===== config.mk =====
export PLATFORM = sky130hd
export DESIGN_NAME = divider_radix
export DESIGN_NICKNAME = d
export VERILOG_FILES = /design/src/rtl/divider_pkg.sv /design/src/rtl/div_step.sv /design/src/rtl/divider_radix.sv
export SDC_FILE = /design/constraint.sdc
export NUM_CORES = 1
export LEC_CHECK = 0
export ABC_AREA = 0
export BUFFER_PORTS_ARGS = -buffer_cell sky130_fd_sc_hd__clkbuf_2
export CAP_MARGIN = 20
export CORE_ASPECT_RATIO = 0.75
export CORE_MARGIN = 4
export CORE_UTILIZATION = 23
export DETAILED_ROUTE_END_ITERATION = 8
export SLEW_MARGIN = 20
export SYNTH_ARGS = -nofsm -noshare
export SYNTH_HDL_FRONTEND = slang
export SYNTH_SLANG_ARGS = --single-unit

===== constraint.sdc =====
create_clock -name clk_in -period 10.5 [get_ports clk_in]
set_input_delay 0.525 -clock clk_in [delete_from_list [all_inputs] [get_ports clk_in]]
set_output_delay 0.525 -clock clk_in [all_outputs]
set_load 0.01 [all_outputs]

===== src/rtl/divider_pkg.sv =====
//------------------------------------------------------------------------------
// Module   : divider_pkg
// Purpose  : Shared state encoding for the radix divider.
// Revision : 1.0
//------------------------------------------------------------------------------
`default_nettype none

package divider_pkg;

    typedef enum logic [1:0] {
        IDLE     = 2'd0,
        DIVIDING = 2'd1,
        FIXUP    = 2'd2
    } div_state_t;

endpackage

`default_nettype wire


===== src/rtl/div_step.sv =====
//------------------------------------------------------------------------------
// Module   : div_step
// Purpose  : One combinational restoring-division step (one quotient bit).
// Revision : 1.0
//------------------------------------------------------------------------------
`default_nettype none

module div_step
    import divider_pkg::*;
#(
    parameter int WIDTH = 32
) (
    input  logic [WIDTH-1:0] rem_in,
    input  logic             bit_in,
    input  logic [WIDTH-1:0] divisor_in,
    output logic [WIDTH-1:0] rem_out,
    output logic             q_bit_out
);

    logic [WIDTH:0] w_shifted;
    logic [WIDTH:0] w_diff;

    // rem_in < divisor, so the shifted value fits in WIDTH+1 bits and the top
    // bit of the difference is a clean borrow flag.
    assign w_shifted = {rem_in, bit_in};
    assign w_diff    = w_shifted - {1'b0, divisor_in};
    assign q_bit_out = ~w_diff[WIDTH];
    assign rem_out   = q_bit_out ? w_diff[WIDTH-1:0] : w_shifted[WIDTH-1:0];

endmodule

`default_nettype wire


===== src/rtl/divider_radix.sv =====
//------------------------------------------------------------------------------
// Module   : divider_radix
// Purpose  : Iterative signed/unsigned divider retiring BITS_PER_CYCLE bits/cycle.
// Revision : 1.0
//------------------------------------------------------------------------------
`default_nettype none

module divider_radix
    import divider_pkg::*;
#(
    parameter int WIDTH          = 32,
    parameter int BITS_PER_CYCLE = 2
) (
    input  logic             clk_in,
    input  logic             rst_n_in,
    input  logic [WIDTH-1:0] dividend_in,
    input  logic [WIDTH-1:0] divisor_in,
    input  logic             signed_in,
    input  logic             data_valid_in,
    output logic [WIDTH-1:0] quotient_out,
    output logic [WIDTH-1:0] remainder_out,
    output logic             data_valid_out,
    output logic             error_out,
    output logic             busy_out
);

    localparam int N     = WIDTH / BITS_PER_CYCLE;
    localparam int CNT_W = (N > 1) ? $clog2(N) : 1;

    generate
        if (WIDTH < 4 || (WIDTH % 2) != 0 || BITS_PER_CYCLE < 1 ||
            (WIDTH % BITS_PER_CYCLE) != 0) begin : g_bad_params
            $error("divider_radix: illegal WIDTH/BITS_PER_CYCLE combination");
        end
    endgenerate

    div_state_t       r_state;
    logic [WIDTH-1:0] r_dvd;
    logic [WIDTH-1:0] r_rem;
    logic [WIDTH-1:0] r_dvs;
    logic [CNT_W-1:0] r_cnt;
    logic             r_neg_q;
    logic             r_neg_r;
    logic [WIDTH-1:0] r_quotient;
    logic [WIDTH-1:0] r_remainder;
    logic             r_valid;
    logic             r_error;
    logic             r_busy;

    logic [WIDTH-1:0]          w_rem [BITS_PER_CYCLE+1];
    logic [BITS_PER_CYCLE-1:0] w_qbits;
    logic [WIDTH-1:0]          w_dvd_next;
    logic [WIDTH-1:0]          w_q_final;
    logic [WIDTH-1:0]          w_r_final;
    logic [WIDTH-1:0]          w_dvd_mag;
    logic [WIDTH-1:0]          w_dvs_mag;

    assign w_dvd_mag = (signed_in && dividend_in[WIDTH-1]) ? -dividend_in : dividend_in;
    assign w_dvs_mag = (signed_in && divisor_in[WIDTH-1])  ? -divisor_in  : divisor_in;

    assign w_rem[0] = r_rem;

    // r_dvd holds the not-yet-consumed dividend bits on top and the retired
    // quotient bits filling in from the bottom.
    generate
        for (genvar k = 0; k < BITS_PER_CYCLE; k++) begin : g_step
            div_step #(.WIDTH(WIDTH)) u_step (
                .rem_in     (w_rem[k]),
                .bit_in     (r_dvd[WIDTH-1-k]),
                .divisor_in (r_dvs),
                .rem_out    (w_rem[k+1]),
                .q_bit_out  (w_qbits[BITS_PER_CYCLE-1-k])
            );
        end
    endgenerate

    assign w_dvd_next = (r_dvd << BITS_PER_CYCLE) | WIDTH'(w_qbits);
    assign w_q_final  = r_neg_q ? -w_dvd_next : w_dvd_next;
    assign w_r_final  = r_neg_r ? -w_rem[BITS_PER_CYCLE] : w_rem[BITS_PER_CYCLE];

    // FIXUP is the result-presentation cycle; it is not busy, so a new request
    // can be taken there for N+1-cycle back-to-back throughput.
    always_ff @(posedge clk_in or negedge rst_n_in) begin
        if (!rst_n_in) begin
            r_state     <= IDLE;
            r_dvd       <= '0;
            r_rem       <= '0;
            r_dvs       <= '0;
            r_cnt       <= '0;
            r_neg_q     <= 1'b0;
            r_neg_r     <= 1'b0;
            r_quotient  <= '0;
            r_remainder <= '0;
            r_valid     <= 1'b0;
            r_error     <= 1'b0;
            r_busy      <= 1'b0;
        end else begin
            r_valid <= 1'b0;
            case (r_state)
                DIVIDING: begin
                    r_dvd <= w_dvd_next;
                    r_rem <= w_rem[BITS_PER_CYCLE];
                    r_cnt <= r_cnt + 1'b1;
                    if (r_cnt == CNT_W'(N - 1)) begin
                        r_quotient  <= w_q_final;
                        r_remainder <= w_r_final;
                        r_error     <= 1'b0;
                        r_valid     <= 1'b1;
                        r_busy      <= 1'b0;
                        r_state     <= FIXUP;
                    end
                end
                default: begin
                    r_state <= IDLE;
                    if (data_valid_in) begin
                        r_rem   <= '0;
                        r_cnt   <= '0;
                        r_neg_q <= signed_in & (dividend_in[WIDTH-1] ^ divisor_in[WIDTH-1]);
                        r_neg_r <= signed_in & dividend_in[WIDTH-1];
                        r_dvd   <= w_dvd_mag;
                        r_dvs   <= w_dvs_mag;
                        if (divisor_in == '0) begin
                            r_quotient  <= '1;
                            r_remainder <= dividend_in;
                            r_error     <= 1'b1;
                            r_valid     <= 1'b1;
                            r_state     <= FIXUP;
                        end else begin
                            r_busy  <= 1'b1;
                            r_state <= DIVIDING;
                        end
                    end
                end
            endcase
        end
    end

    assign quotient_out   = r_quotient;
    assign remainder_out  = r_remainder;
    assign data_valid_out = r_valid;
    assign error_out      = r_error;
    assign busy_out       = r_busy;

endmodule

`default_nettype wire


Word-level counts from Yosys, hierarchy flattened
Cells that the tools add are included.
- register bits: 171
- latch bits: 0
- memory bits (writable): 0
- bits in read-only memories: 0
- bits of input ports: 68
- output and inout port bits: 67
- word-level logic and storage cells: 73
- memories: 0
- $add $sub $neg: 7
- $mul: 0
- divide/modulo/power cells: 0
- $lt $le $gt $ge: 0
- equal/unequal tests: 4
- shifts and indexed selects: 0
- multiplexer cells: 35
- bitwise gates (word level): 7
- reduce and logical (&&, ||, !) cells: 8
- operators by type and width (operator ; count):
    two-way mux 32 bit ; 18
    negator 32 bit ; 4
    subtractor 33 x 32 -> 33 bit ; 2
    zero test 32 bit ; 1
    bitwise OR 32 x 2 -> 32 bit ; 1
    two-way mux 1 bit ; 11
    two-way mux 2 bit ; 4
    two-way mux 4 bit ; 2
    AND reduction 3 bit ; 2
    adder 4 x 1 -> 4 bit (second input constant) ; 1
    == test 4 bit (second input constant) ; 1
    nonzero test 2 bit ; 2
    NOT 1 bit ; 3
    AND 1 bit ; 2
    == test 2 x 1 -> 1 bit (second input constant) ; 1
    logical AND 1 bit ; 2
    != test 2 x 1 -> 1 bit (second input constant) ; 1
    != test 2 bit (second input constant) ; 1
    AND reduction 2 bit ; 1
    bitwise XOR 1 bit ; 1

Depth between registers and ports, before layout
Gate-level depths: netlist of the first run.
- depth in word-level cells: 9
- mapped depth: 38
- mapped depth without buffers: 33

Cells and area by module
Synthesis of the first run repeated with hierarchy kept, for this count alone.
- cells, all modules: 1709
- area, all modules: 14199.9 um^2
- modules (own cells, without submodules) (module ; instances ; cells an instance ; area an instance (um^2)):
    divider_radix ; 1 ; 1093 ; 9580.4
    div_step (g_step[1].u_step) ; 1 ; 305 ; 2363.5
    div_step (g_step[0].u_step) ; 1 ; 311 ; 2255.9

Worst setup path before layout of the first run
OpenSTA, ideal clock, no wires.
- kind: flip-flop to flip-flop
- from: register r_dvd[31]
- to: register r_quotient[30], in the netlist quotient_out[30]
- setup time: 0.137 ns
- arrival: 8.029 ns
- setup slack: 2.335 ns
- cell stages (with the launch flop): 36
- path buffers: 5
- clock period less this slack: 8.165 ns
- path through: dfrtp_1 inv_1 ha_1 inv_1 fa_1 a211oi_1 nor4_2 o21ai_1 a21o_1 and3_1 nor2_1 buf_2 inv_2 clkbuf_1 clkbuf_1 o21ai_0 fa_1 a211oi_1 o21ai_1 o21ai_1 a2111oi_4 a311oi_1 o21ai_2 xnor2_2 inv_2 clkbuf_1 buf_2 ha_1 nand2b_1 or3_1 or3_1 or2_2 o31ai_1 nand2_1 xnor2_1 a21oi_1
- word-level cells in the longest chain between the ends: 9
- ends and longest elaborated chain (element ; line ; text):
    start, declared ; divider_radix.sv:38 ; logic [WIDTH-1:0] r_dvd;
    start signal, assigned ; divider_radix.sv:101 ; r_dvd <= w_dvd_next;
    start signal, assigned ; divider_radix.sv:120 ; r_dvd <= w_dvd_mag;
    subtractor 33 x 32 -> 33 bit ; div_step.sv:26 ; assign w_diff = w_shifted - {1'b0, divisor_in};
    two-way mux 32 bit ; div_step.sv:28 ; assign rem_out = q_bit_out ? w_diff[WIDTH-1:0] : w_shifted[WIDTH-1:0];
    subtractor 33 x 32 -> 33 bit ; div_step.sv:26 ;
    NOT 1 bit ; div_step.sv:27 ; assign q_bit_out = ~w_diff[WIDTH];
    bitwise OR 32 x 2 -> 32 bit (*) ; divider_radix.sv:77 ; assign w_dvd_next = (r_dvd << BITS_PER_CYCLE) | WIDTH'(w_qbits);
    negator 32 bit (*) ; divider_radix.sv:78 ; assign w_q_final = r_neg_q ? -w_dvd_next : w_dvd_next;
    two-way mux 32 bit (*) ; divider_radix.sv:78 ;
    two-way mux 32 bit (*) ; divider_radix.sv:104 ; if (r_cnt == CNT_W'(N - 1)) begin
    two-way mux 32 bit (*) ; divider_radix.sv:99 ; case (r_state)
    end signal, assigned ; divider_radix.sv:105 ; r_quotient <= w_q_final;
    end, declared ; divider_radix.sv:44 ; logic [WIDTH-1:0] r_quotient;
Mark *: on every way between the ends. The rest lies on a longest branch, timed or not. The select of a mux whose other input is x is not followed.
A chain may end at the register's enable or synchronous reset.

Worst setup path after layout of the first run
- from: register r_dvd[31]
- to: register r_remainder[26], in the netlist remainder_out[26]
- word-level cells in the longest chain between the ends: 8
- ends and longest elaborated chain (element ; line ; text):
    subtractor 33 x 32 -> 33 bit ; div_step.sv:26 ;
    two-way mux 32 bit (*) ; div_step.sv:28 ;
    subtractor 33 x 32 -> 33 bit ; div_step.sv:26 ;
    two-way mux 32 bit (*) ; div_step.sv:28 ;
    negator 32 bit ; divider_radix.sv:79 ; assign w_r_final = r_neg_r ? -w_rem[BITS_PER_CYCLE] : w_rem[BITS_PER_CYCLE];
    two-way mux 32 bit (*) ; divider_radix.sv:79 ;
    two-way mux 32 bit (*) ; divider_radix.sv:104 ;
    two-way mux 32 bit (*) ; divider_radix.sv:99 ;
    end signal, assigned ; divider_radix.sv:106 ; r_remainder <= w_r_final;
    end signal, assigned ; divider_radix.sv:124 ; r_remainder <= dividend_in;
    end, declared ; divider_radix.sv:45 ; logic [WIDTH-1:0] r_remainder;
Marked as above.

==> impl_metrics.prom, run 1 <==
# TYPE chip_impl_metric gauge
chip_impl_metric{name="arrival_time_reported_for_the_critical_path_endpoint",unit="ns"} 9.02
chip_impl_metric{name="yosys.cell_types.count",unit=""} 82
chip_impl_metric{name="cts_hold_repair.buffers",unit=""} 0
chip_impl_metric{name="maximum_number_of_pins_on_one_net_before_global_route_repair",unit=""} 75
chip_impl_metric{name="via_count",unit=""} 13600
chip_impl_info{name="synth_top_family_by_area",value="compound AO/OA/AOI/OAI gates"} 1
chip_impl_metric{name="grt_remaining_overflow",unit=""} 0
chip_impl_metric{name="grt_first_pass_wirelength",unit="um"} 75300
chip_impl_info{name="clockRootBuffer",value="clkbuf_16"} 1
chip_impl_metric{name="crit_required",unit="ns"} 10.82
chip_impl_metric{name="post_synthesis_instance_total",unit=""} 1810
chip_impl_metric{name="antenna_found_initial",unit=""} 1
chip_impl_info{name="critical-path-slowest-cell",value="a311oi_1"} 1
chip_impl_metric{name="first_iter_violations",unit=""} 1074
chip_impl_metric{name="max_stage_delay",unit="ns"} 0.60
chip_impl_metric{name="worstPathMaxFanout",unit=""} 34
chip_impl_metric{name="fp.dieW",unit="um"} 294
chip_impl_info{name="timing_worst_setup_path_type",value="flop to flop"} 1
chip_impl_metric{name="setup_total_negative_slack",unit="ns"} 0
chip_impl_metric{name="gr-usage-all-layers",unit="%"} 14.5
chip_impl_metric{name="cts.path.max_buffers",unit=""} 2
chip_impl_info{name="regToRegEndpoint",value="remainder_out[26]$_DFFE_PN0P_"} 1
chip_impl_metric{name="antennaDiodeCount",unit=""} 0
chip_impl_metric{name="place_congestion",unit=""} 0.882
chip_impl_metric{name="basic_gate_share_of_the_synthesized_area_counting_and_or_nand_and_nor_cells",unit="%"} 20.9
chip_impl_metric{name="port_buffers",unit=""} 134
chip_impl_info{name="cts_tree",value="yes"} 1
chip_impl_metric{name="synth_area",unit="um^2"} 14100
chip_impl_metric{name="worst_clock_skew",unit="ns"} 0.0144
chip_impl_info{name="layout.cells.most_common_list",value="261 x nand2_1, 229 x o21ai_0, 170 x dfrtp_1, 133 x clkbuf_2, 115 x a21oi_1"} 1
chip_impl_metric{name="synth-adder-area-share",unit="%"} 6.39
chip_impl_metric{name="fin_nets",unit=""} 2025
chip_impl_metric{name="worstMarginPinSlew",unit="ns"} 0.952
chip_impl_metric{name="synth_enable_flop_cells",unit=""} 0
chip_impl_metric{name="drive_gt1_share",unit="%"} 11.9
chip_impl_metric{name="yosys_warnings",unit=""} 0
chip_impl_metric{name="clock_latency",unit="ns"} 0.46
chip_impl_metric{name="synth_nets",unit=""} 1949
chip_impl_metric{name="post_synth_xor_area_fraction",unit="%"} 10.2
chip_impl_metric{name="vias_in_the_first_global_route",unit=""} 13000
chip_impl_metric{name="floorplan.die.height",unit="um"} 223
chip_impl_info{name="outcome",value="finished clean"} 1
chip_impl_metric{name="post_route_drc_violation_count",unit=""} 0
chip_impl_metric{name="dieArea",unit="um^2"} 65500
chip_impl_metric{name="avgRoutedWirePerCell",unit="um"} 17.7
chip_impl_metric{name="ioPinCount",unit=""} 135
chip_impl_metric{name="routed_via_density",unit=""} 5.04
chip_impl_metric{name="num_rows",unit=""} 78
chip_impl_info{name="startpoint_type_of_the_worst_setup_path",value="flop"} 1
chip_impl_metric{name="timing.fmax",unit="GHz"} 0.115
chip_impl_metric{name="synth_area_per_cell",unit="um^2"} 7.81
chip_impl_metric{name="max_cap_violations",unit=""} 0
chip_impl_metric{name="min_period",unit="ns"} 8.71
chip_impl_metric{name="timing.final.setup_violations",unit=""} 0
chip_impl_info{name="synth_ff_type",value="dfrtp_1"} 1
chip_impl_metric{name="post-cts-setup-buffers",unit=""} 0
chip_impl_metric{name="worst_r2r_path_depth",unit=""} 33
chip_impl_metric{name="drt-pass1-iter-count",unit=""} 7
chip_impl_info{name="unrepaired_setup_endpoints_after_global_routing",value="false"} 1
chip_impl_metric{name="area.growth.synth_to_final",unit="%"} 14.8
chip_impl_metric{name="post_cts_gate_resize_count",unit=""} 0
chip_impl_info{name="final_common_cell",value="nand2_1"} 1
chip_impl_metric{name="core_area",unit="um^2"} 60700
chip_impl_info{name="endpoint_kind",value="flop"} 1
chip_impl_metric{name="antenna_violating_nets_post_route",unit=""} 0
chip_impl_metric{name="timing.reg2reg.setup_slack",unit="ns"} 1.79
chip_impl_metric{name="synth_compound_area_share",unit="%"} 24.8
chip_impl_metric{name="yosys_register_bits",unit=""} 171
chip_impl_metric{name="timing_hold_violations_final",unit=""} 0
chip_impl_metric{name="cts-htree-levels",unit=""} 4
chip_impl_info{name="hold_path.class",value="input port to async pin"} 1
chip_impl_metric{name="wirelength",unit="um"} 47700
chip_impl_metric{name="dpl.hpwl",unit="um"} 36700
chip_impl_metric{name="cts_made_buffers",unit=""} 17
chip_impl_metric{name="initial_core_util",unit="%"} 23.3
chip_impl_metric{name="seq_area_frac_synth",unit="%"} 30.3
chip_impl_metric{name="synth_mux_area_share",unit="%"} 2.73
chip_impl_info{name="timing.rr.start",value="r_dvd[31]$_DFFE_PN0N_"} 1
chip_impl_metric{name="clk_pin_slew",unit="ns"} 0.07
chip_impl_metric{name="final_max_slew_viol_count",unit=""} 0
chip_impl_metric{name="relSlewSlack",unit="%"} 36.5
chip_impl_metric{name="synth_async_sr_flop_share",unit="%"} 100
chip_impl_metric{name="final_min_period_over_clock_period",unit="%"} 82.9
chip_impl_metric{name="filler_cell_count",unit=""} 6705
chip_impl_metric{name="cts.sink_count",unit=""} 171
## critical path: cells and delay by family (launching register included)
family	cells	cell delay, ns
compound gates	14	4.12
fa+ha+maj	4	1.29
buf+inv	6	1.27
simple gates	7	1.17
flops	1	0.39
xor+xnor	2	0.35
## layout make-up
cell class                 instances  area (um^2)  share of cell area (%)
timing repair buffer             150          797                    4.91
tap                              800         1000                    6.17
sequential                       171         4280                    26.4
multi-input combinational       1464         9230                    56.9
clock inverter                    12          163                    1.00
inverter                          82          308                    1.90
clock buffer                      19          453                    2.79
## sequential cells by signal, summed over array words and instances (netlist names), 2 cells and up
register and cells:
r_state 2, quotient_out 32, remainder_out 32, r_dvs 32, r_dvd 32, r_cnt 4
r_rem 32
## synthesized netlist by cell type (16+ instances only)
| master | number | area, um^2 |
|---|---|---|
| inv_1 | 79 | 297 |
| nand3_1 | 35 | 175 |
| nor2_1 | 100 | 375 |
| ha_1 | 69 | 863 |
| a22oi_1 | 23 | 173 |
| mux2i_1 | 25 | 250 |
| nand2_1 | 262 | 983 |
| o21ai_1 | 17 | 85.1 |
| dfrtp_1 | 171 | 4280 |
| xnor2_1 | 70 | 613 |
| nor3_1 | 47 | 235 |
| o31ai_1 | 32 | 240 |
| nand3b_1 | 25 | 188 |
| nand2b_1 | 16 | 100 |
| nor4_1 | 19 | 119 |
| xor2_1 | 92 | 806 |
| a21o_1 | 31 | 233 |
| a31oi_1 | 23 | 144 |
| clkbuf_1 | 74 | 278 |
| o21ai_0 | 229 | 1150 |
| or3_1 | 36 | 225 |
| a21oi_1 | 115 | 576 |
## cell families after synthesis
kind of cell	count (synthesis)
compound gates	573
simple gates	620
buf+inv	175
fa+ha+maj	71
flops	171
xor+xnor	163
mux	37
## per-stage QoR
stage	worst slack (ns)	cells	area, um^2	util [%]	hold slack, ns
after floorplan	2.33	1810	14100	-	0.229
after global placement	2.36	2667	15600	25.7	0.462
after detailed placement	2.10	2667	15600	25.7	0.470
after CTS	2.02	2698	16200	26.7	0.109
after global routing	1.22	2698	16200	26.7	0.128
final	1.79	2698	16200	26.7	0.0806
## how the worst max path moves through the flow
| stage | endpoint | from | slack [ns] | cells after the start |
|---|---|---|---|---|
| after global placement | remainder_out[26]$_DFFE_PN0P_ | r_dvd[31]$_DFFE_PN0N_ | 2.36 | 34 |
| after global routing | remainder_out[28]$_DFFE_PN0P_ | r_dvd[31]$_DFFE_PN0N_ | 1.22 | 34 |
| final | remainder_out[26]$_DFFE_PN0P_ | r_dvd[31]$_DFFE_PN0N_ | 1.79 | 33 |
| after floorplan | quotient_out[30]$_DFFE_PN0P_ | r_dvd[31]$_DFFE_PN0N_ | 2.33 | 35 |
| after detailed placement | remainder_out[26]$_DFFE_PN0P_ | r_dvd[31]$_DFFE_PN0N_ | 2.10 | 33 |
| after CTS | remainder_out[26]$_DFFE_PN0P_ | r_dvd[31]$_DFFE_PN0N_ | 2.02 | 33 |
## metal layers
| layer | up-vias | track usage (%) | part of all wire, % | routed length [um] |
|---|---|---|---|---|
| met5 | - | 0 | 0 | 0 |
| met4 | 0 | 4.41 | 2.6 | 1220 |
| met3 | 71 | 2.74 | 5.4 | 2560 |
| met2 | 370 | 23.8 | 47 | 22400 |
| met1 | 6523 | 19.2 | 45 | 21500 |
| li1 | 6645 | - | - | - |
Power of run 1 is not shown: default switching activity piles up to over one toggle a cycle in this logic, so the estimate is an artifact.
==> run 2: changes to the inputs <==
Settings changed: ABC_AREA 0 to 1.
Clock period 10.5 ns to 8 ns, I/O delays scaled along.
==> run 2 against run 1 <==
Against the previous run: via count is 14% higher; core utilization is 0.19 points higher; maximum frequency is 19% higher; worst setup slack worse by 1.1 ns; global-route usage is 2.2 points higher; sequential share of layout area is 0.94 points lower; register-to-register slack worse by 1.1 ns; critical endpoint is now quotient_out[30]$_DFFE_PN0P_; highest routed layer is now met5.
==> impl_metrics.prom, run 2 <==
# TYPE chip_impl_metric gauge
chip_impl_info{name="hold_path.class",value="input port to flop"} 1
chip_impl_info{name="synth.top_cells.by_count",value="584 x nand2_1, 257 x inv_1, 242 x nor2_1"} 1
chip_impl_metric{name="cts.path.max_buffers",unit=""} 2
chip_impl_info{name="synth_ff_type",value="dfrtp_1"} 1
chip_impl_metric{name="cts.sink_count",unit=""} 171
chip_impl_metric{name="yosys_warnings",unit=""} 0
chip_impl_metric{name="maximum_number_of_pins_on_one_net_before_global_route_repair",unit=""} 65
chip_impl_info{name="worst_path_most_repeated_cell",value="nand2_1"} 1
chip_impl_metric{name="via_count",unit=""} 15500
chip_impl_metric{name="fp.dieW",unit="um"} 299
chip_impl_metric{name="drt-pass1-iter-count",unit=""} 6
chip_impl_metric{name="yosys_register_bits",unit=""} 171
chip_impl_metric{name="ioPinCount",unit=""} 135
chip_impl_metric{name="setup_total_negative_slack",unit="ns"} 0
chip_impl_metric{name="antenna_violating_nets_post_route",unit=""} 0
chip_impl_metric{name="timing.final.setup_violations",unit=""} 0
chip_impl_info{name="netlist_top_cells_area",value="dfrtp_1 29%, nand2_1 15%, inv_1 6.6%"} 1
chip_impl_info{name="synthMostInstantiatedCell",value="nand2_1"} 1
chip_impl_metric{name="drive_gt1_share",unit="%"} 11.3
chip_impl_metric{name="area.growth.synth_to_final",unit="%"} 14.9
chip_impl_metric{name="synth_area",unit="um^2"} 14600
chip_impl_metric{name="timing_hold_violations_final",unit=""} 0
chip_impl_metric{name="floorplan.die.height",unit="um"} 226
chip_impl_metric{name="synth_top_area_share",unit="%"} 29.2
chip_impl_metric{name="grt_remaining_overflow",unit=""} 0
chip_impl_metric{name="relSlewSlack",unit="%"} 31.0
chip_impl_metric{name="dpl.hpwl",unit="um"} 46100
chip_impl_metric{name="wirelength",unit="um"} 57700
chip_impl_metric{name="num_rows",unit=""} 79
chip_impl_metric{name="initial_core_util",unit="%"} 23.4
chip_impl_metric{name="grt_first_pass_wirelength",unit="um"} 87500
chip_impl_metric{name="final_max_slew_viol_count",unit=""} 0
chip_impl_metric{name="max_stage_delay",unit="ns"} 0.46
chip_impl_info{name="layout.cells.most_common_list",value="584 x nand2_1, 254 x inv_1, 238 x nor2_1, 171 x dfrtp_1, 163 x o21ai_0"} 1
chip_impl_metric{name="antennaDiodeCount",unit=""} 0
chip_impl_metric{name="synth_area_per_cell",unit="um^2"} 6.65
chip_impl_metric{name="post_synthesis_instance_total",unit=""} 2202
chip_impl_metric{name="cts_made_buffers",unit=""} 17
chip_impl_metric{name="clk_pin_slew",unit="ns"} 0.07
chip_impl_info{name="unrepaired_setup_endpoints_after_global_routing",value="false"} 1
chip_impl_metric{name="worstMarginPinSlew",unit="ns"} 1.03
chip_impl_metric{name="timing.fmax",unit="GHz"} 0.136
chip_impl_metric{name="antenna_found_initial",unit=""} 1
chip_impl_metric{name="routed_via_density",unit=""} 4.89
chip_impl_metric{name="yosys.cell_types.count",unit=""} 53
chip_impl_metric{name="post_route_drc_violation_count",unit=""} 0
chip_impl_metric{name="final_util",unit="%"} 26.9
chip_impl_metric{name="dieArea",unit="um^2"} 67800
chip_impl_metric{name="synth_enable_flop_cells",unit=""} 0
chip_impl_metric{name="worstPathMaxFanout",unit=""} 35
chip_impl_metric{name="crit_required",unit="ns"} 8.35
chip_impl_metric{name="avgRoutedWirePerCell",unit="um"} 18.2
chip_impl_info{name="yosys_top_cell_by_area",value="dfrtp_1"} 1
chip_impl_metric{name="final_min_period_over_clock_period",unit="%"} 91.8
chip_impl_metric{name="first_iter_violations",unit=""} 1596
chip_impl_metric{name="filler_cell_count",unit=""} 7084
chip_impl_metric{name="place_congestion",unit=""} 0.961
chip_impl_metric{name="gr-usage-all-layers",unit="%"} 16.7
chip_impl_info{name="critical-path-slowest-cell",value="fa_1"} 1
chip_impl_info{name="clockRootBuffer",value="clkbuf_16"} 1
chip_impl_info{name="cts_tree",value="yes"} 1
chip_impl_metric{name="min_period",unit="ns"} 7.34
chip_impl_info{name="endpoint_kind",value="flop"} 1
chip_impl_metric{name="fin_nets",unit=""} 2448
chip_impl_metric{name="synth_async_sr_flop_share",unit="%"} 100
chip_impl_metric{name="synth_nets",unit=""} 2341
chip_impl_metric{name="timing.hold.ws",unit="ns"} 0.224
chip_impl_info{name="timing_worst_setup_path_type",value="flop to flop"} 1
chip_impl_metric{name="port_buffers",unit=""} 134
chip_impl_info{name="final_common_cell",value="nand2_1"} 1
chip_impl_metric{name="critPathBufInv",unit=""} 10
chip_impl_metric{name="vias_in_the_first_global_route",unit=""} 14200
chip_impl_metric{name="seq_area_frac_synth",unit="%"} 29.2
chip_impl_metric{name="arrival_time_reported_for_the_critical_path_endpoint",unit="ns"} 7.69
chip_impl_info{name="critPathTopFamily",value="simple AND/OR/NAND/NOR gates"} 1
chip_impl_metric{name="core_area",unit="um^2"} 62500
chip_impl_info{name="outcome",value="finished clean"} 1
chip_impl_metric{name="cts-htree-levels",unit=""} 4
chip_impl_metric{name="worst_clock_skew",unit="ns"} 0.0104
chip_impl_info{name="startpoint_type_of_the_worst_setup_path",value="flop"} 1
chip_impl_metric{name="clock_latency",unit="ns"} 0.46
chip_impl_metric{name="max_cap_violations",unit=""} 0
run 2: cell count changes in the layout (fill, tap and decap cells not counted), sizes merged, moves of 23 or more:
| cell | delta |
|---|---|
| nor2 | +151 |
| nand2 | +352 |
| a21o | -24 |
| o22ai | +23 |
| or3 | -36 |
| inv | +189 |
| mux2i | -25 |
| o31ai | -28 |
| o21ai | -65 |
| nand3 | +90 |
| o221ai | +27 |
| xnor2 | -41 |
run 2: final cells by class:
| type | instances | area [um^2] | share of cell area [%] |
|---|---|---|---|
| clock buffer | 20 | 457 | 2.71 |
| multi-input combinational | 1698 | 9080 | 54.0 |
| inverter | 268 | 1010 | 6.00 |
| clock inverter | 12 | 103 | 0.610 |
| timing repair buffer | 153 | 835 | 4.96 |
| sequential | 171 | 4280 | 25.4 |
| tap | 850 | 1060 | 6.32 |
run 2: final timing paths:
kind                                                      to                    startpoint  slack, ns  depth (start not counted)
max in group asynchronous              r_dvs[17]$_DFFE_PN0P_                      rst_n_in       6.24                          3
worst max-delay path            quotient_out[30]$_DFFE_PN0P_         r_dvd[31]$_DFFE_PN0N_       0.66                         43
worst max register to register  quotient_out[30]$_DFFE_PN0P_         r_dvd[31]$_DFFE_PN0N_       0.66                         43
worst min-delay path                   r_dvs[31]$_DFFE_PN0P_                divisor_in[31]       0.22                          3
min in group asynchronous       quotient_out[25]$_DFFE_PN0P_                      rst_n_in       0.44                          2
worst min register to register  quotient_out[27]$_DFFE_PN0P_  quotient_out[27]$_DFFE_PN0P_       0.48                          2
run 2: logic make-up (layout without fill, tap and decap cells):
kind of cell | after synthesis | in the layout | share of synthesized area (%)
compound gates | 419 | 419 | 16.7
xor+xnor | 123 | 123 | 7.36
fa+ha+maj | 71 | 71 | 6.17
buf+inv | 333 | 453 | 8.95
flops | 171 | 171 | 29.2
simple gates | 1085 | 1085 | 31.5
run 2: per-layer routing:
metal,part of all wire (%),global-route usage (%),vias up
li1,-,-,7469
met1,50,25.9,7336
met2,39,22.9,650
met3,9.9,4.78,51
met4,0.96,2.46,2
met5,0.023,0,-
run 2: worst reg2reg max path, delay by kind of cell, from the launching register on:
kind | cells | cell delay (ns)
buffers and inverters | 10 | 1.24
and+or+nand+nor | 21 | 2.64
DFF | 1 | 0.38
adders and majority gates | 4 | 1.20
xor gates and xnor gates | 1 | 0.08
AOI/OAI and AO/OA | 7 | 1.68
run 2: stage by stage:
step | setup WS [ns] | area (um^2) | instances
final | 0.659 | 16800 | 3172
after floorplan | 2.27 | 14600 | 2202
after detailed placement | 0.679 | 16200 | 3137
after global routing | 0.156 | 16800 | 3172
after CTS | 0.603 | 16800 | 3170
after global placement | 1.04 | 16200 | 3137
run 2: timing repair:
action                                 4_1_cts  5_1_grt
endpoints found under the hold margin       44        0
resized for setup                            0        2
hold buffers                                 1        0
buffers inserted                             0        2
setup endpoints to repair                    0        3
Power of run 2 is left out for the same reason.
==> run 3: changes to the inputs <==
Settings changed: ABC_AREA 1 to default, TNS_END_PERCENT from default to 30.
Clock period 8 ns to 7.82 ns, I/O delays scaled along.
==> run 3 against run 2 <==
Against the previous run: final area down 2.2%; core utilization up 0.18 points; critical path depth down 10; sequential cell count unchanged; critical path type unchanged.
==> impl_metrics.prom, run 3 (synthesized netlist as in run 1, its figures left out) <==
# TYPE chip_impl_metric gauge
chip_impl_metric{name="wirelength",unit="um"} 48100
chip_impl_metric{name="final_max_slew_viol_count",unit=""} 0
chip_impl_metric{name="avgRoutedWirePerCell",unit="um"} 17.7
chip_impl_metric{name="clk_pin_slew",unit="ns"} 0.07
chip_impl_metric{name="dieArea",unit="um^2"} 65500
chip_impl_info{name="cts_tree",value="yes"} 1
chip_impl_metric{name="antenna_found_initial",unit=""} 0
chip_impl_info{name="layout.cells.most_common_list",value="261 x nand2_1, 227 x o21ai_0, 170 x dfrtp_1, 133 x clkbuf_2, 114 x a21oi_1"} 1
chip_impl_metric{name="filler_cell_count",unit=""} 6688
chip_impl_metric{name="worst_clock_skew",unit="ns"} 0.0144
chip_impl_metric{name="timing.hold.ws",unit="ns"} 0.203
chip_impl_metric{name="routed_via_density",unit=""} 4.99
chip_impl_metric{name="max_cap_violations",unit=""} 0
chip_impl_info{name="final_common_cell",value="nand2_1"} 1
chip_impl_metric{name="floorplan.die.height",unit="um"} 223
chip_impl_metric{name="post_route_drc_violation_count",unit=""} 0
chip_impl_metric{name="relSlewSlack",unit="%"} 31.0
chip_impl_metric{name="maximum_number_of_pins_on_one_net_before_global_route_repair",unit=""} 81
chip_impl_metric{name="area.growth.synth_to_final",unit="%"} 16.4
chip_impl_info{name="critical-path-slowest-cell",value="or3_1"} 1
chip_impl_metric{name="regArea",unit="um^2"} 4280
chip_impl_metric{name="footprint_of_the_multi_input_gates",unit="um^2"} 9280
chip_impl_metric{name="arrival_time_reported_for_the_critical_path_endpoint",unit="ns"} 7.61
chip_impl_metric{name="via_count",unit=""} 13600
chip_impl_metric{name="drt-pass1-iter-count",unit=""} 7
chip_impl_metric{name="cts.sink_count",unit=""} 171
chip_impl_info{name="worstHoldStart",value="divisor_in[1]"} 1
chip_impl_info{name="timing_worst_setup_path_type",value="flop to flop"} 1
chip_impl_metric{name="ioPinCount",unit=""} 135
chip_impl_info{name="startpoint_type_of_the_worst_setup_path",value="flop"} 1
chip_impl_metric{name="fin_nets",unit=""} 2049
chip_impl_info{name="timing.rr.start",value="r_dvd[31]$_DFFE_PN0N_"} 1
chip_impl_info{name="clockRootBuffer",value="clkbuf_16"} 1
chip_impl_metric{name="timing_hold_violations_final",unit=""} 0
chip_impl_metric{name="drive_gt1_share",unit="%"} 13.3
chip_impl_metric{name="fp.dieW",unit="um"} 294
chip_impl_metric{name="port_buffers",unit=""} 134
chip_impl_metric{name="clock_latency",unit="ns"} 0.46
chip_impl_metric{name="timing.fmax",unit="GHz"} 0.137
chip_impl_metric{name="grt_remaining_overflow",unit=""} 0
chip_impl_metric{name="dpl.hpwl",unit="um"} 37300
chip_impl_metric{name="max_stage_delay",unit="ns"} 0.47
chip_impl_info{name="worst_hold_path.endpoint",value="r_dvs[1]$_DFFE_PN0P_"} 1
chip_impl_metric{name="grt_first_pass_wirelength",unit="um"} 75500
chip_impl_metric{name="cts-htree-levels",unit=""} 4
chip_impl_info{name="regToRegEndpoint",value="quotient_out[30]$_DFFE_PN0P_"} 1
chip_impl_metric{name="timing.reg2reg.setup_slack",unit="ns"} 0.53
chip_impl_metric{name="antenna_violating_nets_post_route",unit=""} 0
chip_impl_metric{name="worst_r2r_path_depth",unit=""} 33
chip_impl_metric{name="antennaDiodeCount",unit=""} 0
chip_impl_metric{name="initial_core_util",unit="%"} 23.3
chip_impl_metric{name="post-cts-setup-buffers",unit=""} 0
chip_impl_metric{name="crit_required",unit="ns"} 8.14
chip_impl_metric{name="cts_made_buffers",unit=""} 17
chip_impl_metric{name="place_congestion",unit=""} 0.955
chip_impl_metric{name="timing.final.setup_violations",unit=""} 0
chip_impl_metric{name="first_iter_violations",unit=""} 1130
chip_impl_metric{name="core_area",unit="um^2"} 60700
chip_impl_metric{name="hold_path_depth",unit=""} 3
chip_impl_info{name="outcome",value="finished clean"} 1
chip_impl_metric{name="num_rows",unit=""} 78
chip_impl_metric{name="worstPathMaxFanout",unit=""} 21
chip_impl_metric{name="min_period",unit="ns"} 7.29
chip_impl_metric{name="vias_in_the_first_global_route",unit=""} 12800
chip_impl_metric{name="cts.path.max_buffers",unit=""} 2
chip_impl_metric{name="final_min_period_over_clock_period",unit="%"} 93.3
chip_impl_info{name="hold_path.class",value="input port to flop"} 1
chip_impl_metric{name="gr-usage-all-layers",unit="%"} 14.5
chip_impl_metric{name="worstMarginPinSlew",unit="ns"} 1.03
chip_impl_info{name="endpoint_kind",value="flop"} 1
## run 3: layer usage
layer / wire, um / track usage (%) / share of wire [%]
met3: 2810 / 2.90 / 5.8
met4: 970 / 3.33 / 2.0
met1: 22000 / 19.7 / 46
met5: 0 / 0 / 0
met2: 22400 / 23.7 / 46
## run 3: metrics by stage
step	instance area (um^2)	instances	TNS (ns)	util [%]	setup WS [ns]
finish	16500	2723	0	27.1	0.526
detailed placement	15800	2690	0	26.1	0.348
global placement	15800	2690	0	26.1	0.478
global route	16500	2723	-0.00168	27.1	-0.00168
CTS	16400	2723	0	27.0	0.319
floorplan	14200	1810	0	-	0.0957
## run 3: layout make-up
cell class	instances	area share (%)
multi-input combinational	1464	56.4
clock inverter	14	0.928
clock buffer	18	2.61
tap	800	6.08
inverter	82	1.89
timing repair buffer	174	6.13
sequential	171	26.0
## run 3: worst max-delay path by stage
stage	from	end	slack [ns]	cells after the start
after global routing	r_dvd[31]$_DFFE_PN0N_	quotient_out[30]$_DFFE_PN0P_	-0.002	33
after global placement	r_dvd[31]$_DFFE_PN0N_	quotient_out[30]$_DFFE_PN0P_	0.48	33
after detailed placement	r_dvd[31]$_DFFE_PN0N_	quotient_out[30]$_DFFE_PN0P_	0.35	33
after CTS	r_dvd[31]$_DFFE_PN0N_	quotient_out[30]$_DFFE_PN0P_	0.32	33
after floorplan	r_dvd[31]$_DFFE_PN0N_	quotient_out[30]$_DFFE_PN0P_	0.1	35
final	r_dvd[31]$_DFFE_PN0N_	quotient_out[30]$_DFFE_PN0P_	0.53	33
## run 3: repair_timing
item,CTS,global route
endpoints found under the hold margin,68,0
hold buffers,1,0
resized for setup,0,13
setup endpoints to repair,0,20
## run 3: critical path: cells and delay by family (launching register included)
family	cells	cell delay (ns)
compound gates	10	2.30
xor+xnor	2	0.37
fa+ha+maj	4	1.16
buf+inv	6	0.72
flops	1	0.40
simple gates	11	2.19
Power of run 3 is left out for the same reason.
